`src/rtl/injection_pkg.sv`:
```
// Shared types and constants for the injection event monitor and its record FIFO.
package injection_pkg;

  localparam int NUM_CH    = 2;
  localparam int DUR_W_DEF = 8;
  localparam int CNT_W_DEF = 8;

  // One completed assertion: which channel, and how many edges it was sampled high.
  typedef struct packed {
    logic                 chan;
    logic [DUR_W_DEF-1:0] dur;
  } rec_t;

  function automatic rec_t mk_rec(input logic chan, input logic [DUR_W_DEF-1:0] dur);
    rec_t r;
    r.chan = chan;
    r.dur  = dur;
    return r;
  endfunction

endpackage

```
`src/rtl/inj_rec_fifo.sv`:
```
// Synchronous record FIFO; a pop in the same edge frees the slot so a push while full is honoured.
module inj_rec_fifo #(
  parameter int DEPTH = 4,
  parameter int W     = 9
) (
  input  logic         clk,
  input  logic         rstn,
  input  logic         i_push,
  input  logic [W-1:0] i_data,
  input  logic         i_pop,
  output logic [W-1:0] o_data,
  output logic         o_full,
  output logic         o_empty
);

  localparam int AW = $clog2(DEPTH);
  localparam logic [AW:0] PTR_ONE = (AW+1)'(1);

  logic [AW:0]  r_wr;
  logic [AW:0]  r_rd;
  logic [W-1:0] r_mem [DEPTH];
  logic         w_do_push;
  logic         w_do_pop;

  assign o_empty   = (r_wr == r_rd);
  assign o_full    = (r_wr[AW] != r_rd[AW]) && (r_wr[AW-1:0] == r_rd[AW-1:0]);
  assign w_do_pop  = i_pop & ~o_empty;
  assign w_do_push = i_push & (~o_full | w_do_pop);

  // Head is forced to zero while empty so idle outputs are deterministic.
  assign o_data = o_empty ? '0 : r_mem[r_rd[AW-1:0]];

  always_ff @(posedge clk) begin
    if (!rstn) begin
      r_wr <= '0;
      r_rd <= '0;
    end else begin
      if (w_do_push) r_wr <= r_wr + PTR_ONE;
      if (w_do_pop)  r_rd <= r_rd + PTR_ONE;
    end
  end

  always_ff @(posedge clk) begin
    if (w_do_push) r_mem[r_wr[AW-1:0]] <= i_data;
  end

endmodule

```
`src/rtl/injection_event_monitor.sv`:
```
// Per-channel event counting, duration measurement and over-length alarm on the latched
// fault flags, with completed assertions queued as {chan, dur} records.
module injection_event_monitor
  import injection_pkg::*;
#(
  parameter int DUR_W   = DUR_W_DEF,
  parameter int CNT_W   = CNT_W_DEF,
  parameter int MAX_LEN = 16,
  parameter int DEPTH   = 4
) (
  input  logic              clk,
  input  logic              rstn,
  input  logic [1:0]        flag_in,
  input  logic              clr,
  output logic              rec_valid,
  input  logic              rec_ready,
  output logic              rec_chan,
  output logic [DUR_W-1:0]  rec_dur,
  output logic [CNT_W-1:0]  evt_cnt0,
  output logic [CNT_W-1:0]  evt_cnt1,
  output logic [1:0]        alarm,
  output logic              overflow
);

  // Record stream: a record transfers at a rising edge where rec_valid && rec_ready;
  // rec_chan/rec_dur hold the head entry and stay stable while rec_valid && !rec_ready.

  localparam int RW = 1 + DUR_W;
  localparam logic [DUR_W-1:0] DUR_ONE   = DUR_W'(1);
  localparam logic [DUR_W-1:0] DUR_MAX   = {DUR_W{1'b1}};
  localparam logic [DUR_W-1:0] MAX_LEN_V = DUR_W'(MAX_LEN);
  localparam logic [CNT_W-1:0] CNT_ONE   = CNT_W'(1);
  localparam logic [CNT_W-1:0] CNT_MAX   = {CNT_W{1'b1}};

  logic [NUM_CH-1:0] w_fall;
  logic [NUM_CH-1:0] w_alarm;
  logic [DUR_W-1:0]  w_dur [NUM_CH];
  logic [CNT_W-1:0]  w_cnt [NUM_CH];

  for (genvar g = 0; g < NUM_CH; g++) begin : g_ch
    logic             r_flag_q;
    logic [DUR_W-1:0] r_dur;
    logic [CNT_W-1:0] r_cnt;
    logic             r_alarm;
    logic             w_rise;
    logic             w_high;
    logic             w_set;
    logic [DUR_W-1:0] w_dur_nxt;

    assign w_rise = flag_in[g] & ~r_flag_q;
    assign w_high = flag_in[g] &  r_flag_q;

    always_comb begin
      w_dur_nxt = r_dur;
      if (w_rise)                           w_dur_nxt = DUR_ONE;
      else if (w_high && r_dur != DUR_MAX)  w_dur_nxt = r_dur + DUR_ONE;
    end

    // Alarm fires on the updated duration, so it can set while the flag is still high.
    assign w_set = (w_rise | w_high) && (w_dur_nxt >= MAX_LEN_V);

    always_ff @(posedge clk) begin
      if (!rstn) begin
        r_flag_q <= 1'b0;
        r_dur    <= '0;
        r_cnt    <= '0;
        r_alarm  <= 1'b0;
      end else begin
        r_flag_q <= flag_in[g];
        r_dur    <= w_dur_nxt;
        r_alarm  <= w_set | (r_alarm & ~clr);
        if (w_rise)
          r_cnt <= clr ? CNT_ONE : ((r_cnt == CNT_MAX) ? r_cnt : r_cnt + CNT_ONE);
        else if (clr)
          r_cnt <= '0;
      end
    end

    assign w_fall[g]  = ~flag_in[g] & r_flag_q;
    assign w_dur[g]   = r_dur;
    assign w_cnt[g]   = r_cnt;
    assign w_alarm[g] = r_alarm;
  end

  logic          r_pend_vld;
  logic [RW-1:0] r_pend_rec;
  logic          w_pend_load;
  logic          w_push;
  logic [RW-1:0] w_push_rec;
  logic          w_pop;
  logic          w_full;
  logic          w_empty;
  logic [RW-1:0] w_head;
  logic          w_drop;
  logic          r_overflow;

  // A pending ch1 record always drains the edge after a double fall; no fall can occur
  // at that edge because both flags were just sampled low.
  always_comb begin
    w_push      = 1'b0;
    w_push_rec  = '0;
    w_pend_load = 1'b0;
    if (r_pend_vld) begin
      w_push     = 1'b1;
      w_push_rec = r_pend_rec;
    end else if (w_fall[0]) begin
      w_push      = 1'b1;
      w_push_rec  = {1'b0, w_dur[0]};
      w_pend_load = w_fall[1];
    end else if (w_fall[1]) begin
      w_push     = 1'b1;
      w_push_rec = {1'b1, w_dur[1]};
    end
  end

  always_ff @(posedge clk) begin
    if (!rstn) begin
      r_pend_vld <= 1'b0;
      r_pend_rec <= '0;
    end else begin
      r_pend_vld <= w_pend_load;
      if (w_pend_load) r_pend_rec <= {1'b1, w_dur[1]};
    end
  end

  assign w_pop  = ~w_empty & rec_ready;
  assign w_drop = w_push & w_full & ~w_pop;

  always_ff @(posedge clk) begin
    if (!rstn) r_overflow <= 1'b0;
    else       r_overflow <= w_drop | (r_overflow & ~clr);
  end

  inj_rec_fifo #(
    .DEPTH (DEPTH),
    .W     (RW)
  ) u_fifo (
    .clk     (clk),
    .rstn    (rstn),
    .i_push  (w_push),
    .i_data  (w_push_rec),
    .i_pop   (w_pop),
    .o_data  (w_head),
    .o_full  (w_full),
    .o_empty (w_empty)
  );

  assign rec_valid = ~w_empty;
  assign rec_chan  = w_head[RW-1];
  assign rec_dur   = w_head[DUR_W-1:0];
  assign evt_cnt0  = w_cnt[0];
  assign evt_cnt1  = w_cnt[1];
  assign alarm     = w_alarm;
  assign overflow  = r_overflow;

endmodule
```
`config.mk`:
```
export PLATFORM = sky130hd
export DESIGN_NAME = injection_event_monitor
export DESIGN_NICKNAME = d
export VERILOG_FILES = /design/src/rtl/injection_pkg.sv /design/src/rtl/inj_rec_fifo.sv /design/src/rtl/injection_event_monitor.sv
export SDC_FILE = /design/constraint.sdc
export NUM_CORES = 1
export LEC_CHECK = 0
export ABC_CLOCK_PERIOD_IN_PS = 2700
export CAP_MARGIN = 20
export CORE_MARGIN = 5
export CORE_UTILIZATION = 39
export DETAILED_ROUTE_END_ITERATION = 8
export GPL_TIMING_DRIVEN = 0
export PLACE_DENSITY = 0.66
export REMOVE_ABC_BUFFERS = 1
export SLEW_MARGIN = 5
export SYNTH_ARGS = -nofsm -noshare
export SYNTH_HDL_FRONTEND = slang
export SYNTH_SLANG_ARGS = --single-unit
```
`constraint.sdc`:
```
create_clock -name clk -period 2.7 [get_ports clk]
set_input_delay 0.54 -clock clk [delete_from_list [all_inputs] [get_ports clk]]
set_output_delay 0.54 -clock clk [all_outputs]
set_load 0.05 [all_outputs]
```
==> summary.md <==
| Metric | Value |
|---|---|
| CP endpoint kind | output pin |
| Slew Viols, Final | 0 |
| Die ar. | 12700 µm² |
| Die width | 112.7 µm |
| Dominant synthesized flop cell | dfxtp_1 |
| WS Path Type | reg -> out |
| CTS Buffer Depth | 2 |
| RSZ-0062 raised after global routing | no |
| Post-place instance area | 4531 µm² |
| Max Cap Violations | 0 |
| Most frequent cells in the layout | dfxtp_1 (54), nor2_1 (49), edfxtp_1 (36), nand2_1 (26), clkdlybuf4s50_1 (24) |
| Post-route setup TNS | 0 ns |
| Number of antenna-violating nets in the routed design | 0 |
| Pre-CTS setup slack | -0.5778 ns |
| Post-synth EDFFs | 36 |
| Hold Violations, Final | 0 |
| CP startpoint kind | flop |
| Area delta synth->final | 15.63% |
| Min Hold Slack | 0.4819 ns |
| Relative slew slack | 0.3659 |
| Final instance area | 4757 µm² |
| Average size of a mapped cell | 10.94 µm² |
| Post-synthesis sequential area ratio | 0.5304 |
| Starting Density | 0.3985 |
| Worst Path Arrival | 1.94 ns |
| CP Max Fanout | 9 |
| GP Congestion | 0.8370 |
| Layout cells sized above 1 | 0.09314 |
| Post-DR wirelength/cell | 14.67 µm |
| Part of the cycle the worst path needs | 0.9184 |
| Inserted Clock Buffers | 9 |
| Cell Count, Final, Fillers Out | 544 |
| Max VDD drop | 0.3204 mV |
| Worst Tran Pin Value | 0.9501 ns |
| Lkg Pwr | 1.616 nW |
| Mapped cell area | 4114 µm² |
| Status | complete, no violations |
| Commonest non-fill, non-tap cell in the layout | dfxtp_1 |
| Gate Count Post-Synth | 376 |
| Reg clk slew, reported paths | 0.10 ns |
| Vias | 2837 |
| Core area | 10320 µm² |
| First-pass GRT wire length | 13700 µm |
| Fillers | 975 |
| PD cells | 614.1 nW/µm² |
| Final min period | 2.480 ns |
| Layout Nets | 418 |
| Total track usage | 0.1321 |
| Vias per cell | 5.215 |
| Antenna cell count | 0 |
| Boundary pin count | 35 |
| Skew-Pair Late Insertion Delay | 0.37 ns |
| H-tree depth | 3 |
| Drt pass-1 iters | 4 |
| WL final | 7983 µm |
| Inst Count DP | 528 |
| Vias in the first global route | 2800 |
| Antenna violations before repair | 0 |
| # hold bufs at CTS | 0 |
| CTS Sinks | 91 |
| Dpl hpwl | 5648 µm |
| Setup Skew | 0.009965 ns |
| Ys Warns | 0 |
| Root Buffer Master | clkbuf_8 |
| Number of synthesized register bits | 91 |
| Final setup fails | 0 |
| Num rows | 37 |
| Largest net degree at the start of global routing | 31 |
| DIE HEIGHT | 112.7 µm |
| Hold crit path type | reg -> reg |
| First-iteration detailed-routing DRC count | 228 |
| Critical Path RT | 2.16 ns |
| DRC Markers | 0 |
| Post-CTS setup buffers | 0 |
| Fin util | 0.4608 |
| Worst setup margin | 0.2204 ns |
| Async set-reset flop share out of synthesis | 0 |
| Max Clock Freq | 403.3 MHz |
| Total congestion overflow | 0 |
| Yosys cell types | 53 |
| CTS tree | built |
| I/O Buffers | 34 |
| Total power | 2.921 mW |
synthesized netlist by cell type (all sizes together) (9+ instances only):
master / count / share of area
buf: 10 / 0.016
nor2b: 11 / 0.017
mux2i: 14 / 0.034
nand2: 26 / 0.024
o21ai: 14 / 0.017
edfxtp: 36 / 0.26
ha: 9 / 0.027
mux4: 9 / 0.049
a21oi: 13 / 0.016
nand3: 11 / 0.013
nor3: 9 / 0.012
nor2: 50 / 0.046
xnor2: 13 / 0.028
dfxtp: 55 / 0.27
kinds of logic (layout without fill, tap and decap cells):
kind of cell,Yosys count,after routing,synth area share
fa+ha+maj,9,9,0.02737
mux,23,23,0.08333
flops,91,91,0.5304
compound gates,57,57,0.09550
simple gates,149,149,0.1873
buf+inv,26,58,0.03133
xor+xnor,21,21,0.04471
routing by layer:
layer / vias up / global-route usage / part of all wire / wire (µm)
met3: 7 / 0.04332 / 0.056 / 447
met2: 67 / 0.2184 / 0.49 / 3875
met5: - / 0 / 0 / 0
met1: 1356 / 0.1663 / 0.45 / 3577
met4: 0 / 0.03606 / 0.010 / 83
li1: 1407 / - / - / -
state kept, by name (all words and copies together) (netlist names), named ones only:
signal         count
evt_cnt0           8
evt_cnt1           8
g_ch.r_alarm       2
g_ch.r_dur        16
g_ch.r_flag_q      2
overflow           1
r_pend_rec         9
r_pend_vld         1
u_fifo.r_mem      36
u_fifo.r_rd        3
u_fifo.r_wr        3
final timing paths:
kind,to,depth (start not counted),from,slack (ns)
max,rec_dur[0],3,flop,0.22
max reg2reg,u_fifo.r_mem[0][8],4,g_ch[0].r_flag_q,0.62
min reg2reg,overflow,2,overflow,0.48
min,overflow,2,overflow,0.48
worst max-delay path, stage by stage (launching register included):
cell           delay [ns]
dfxtp_1              0.62
mux4_2               0.28
nor2b_1              0.13
dlygate4sd2_1        0.54
repair_timing:
item / 4_1_cts / 5_1_grt
endpoints found under the setup margin: 55 / 35
resized for setup: 13 / 3
pin swaps: 0 / 0
layout make-up:
cell class | count | area (µm²) | share of cell area
Clock buffer | 9 | 123.9 | 0.02604
Clock inverter | 7 | 92.59 | 0.01946
Inverter | 8 | 30.03 | 0.006312
Multi-Input combinational cell | 259 | 1823 | 0.3832
Sequential cell | 91 | 2186 | 0.4595
Tap cell | 136 | 170.2 | 0.03577
Timing Repair Buffer | 34 | 331.6 | 0.06970
power breakdown:
group	total [mW]	internal, mW	switching [mW]
clock network	0.991	0.452	0.539
logic	0.429	0.155	0.274
registers	1.50	1.45	0.0460
total	2.92	2.06	0.859
Power figures use the tool's default switching activity.
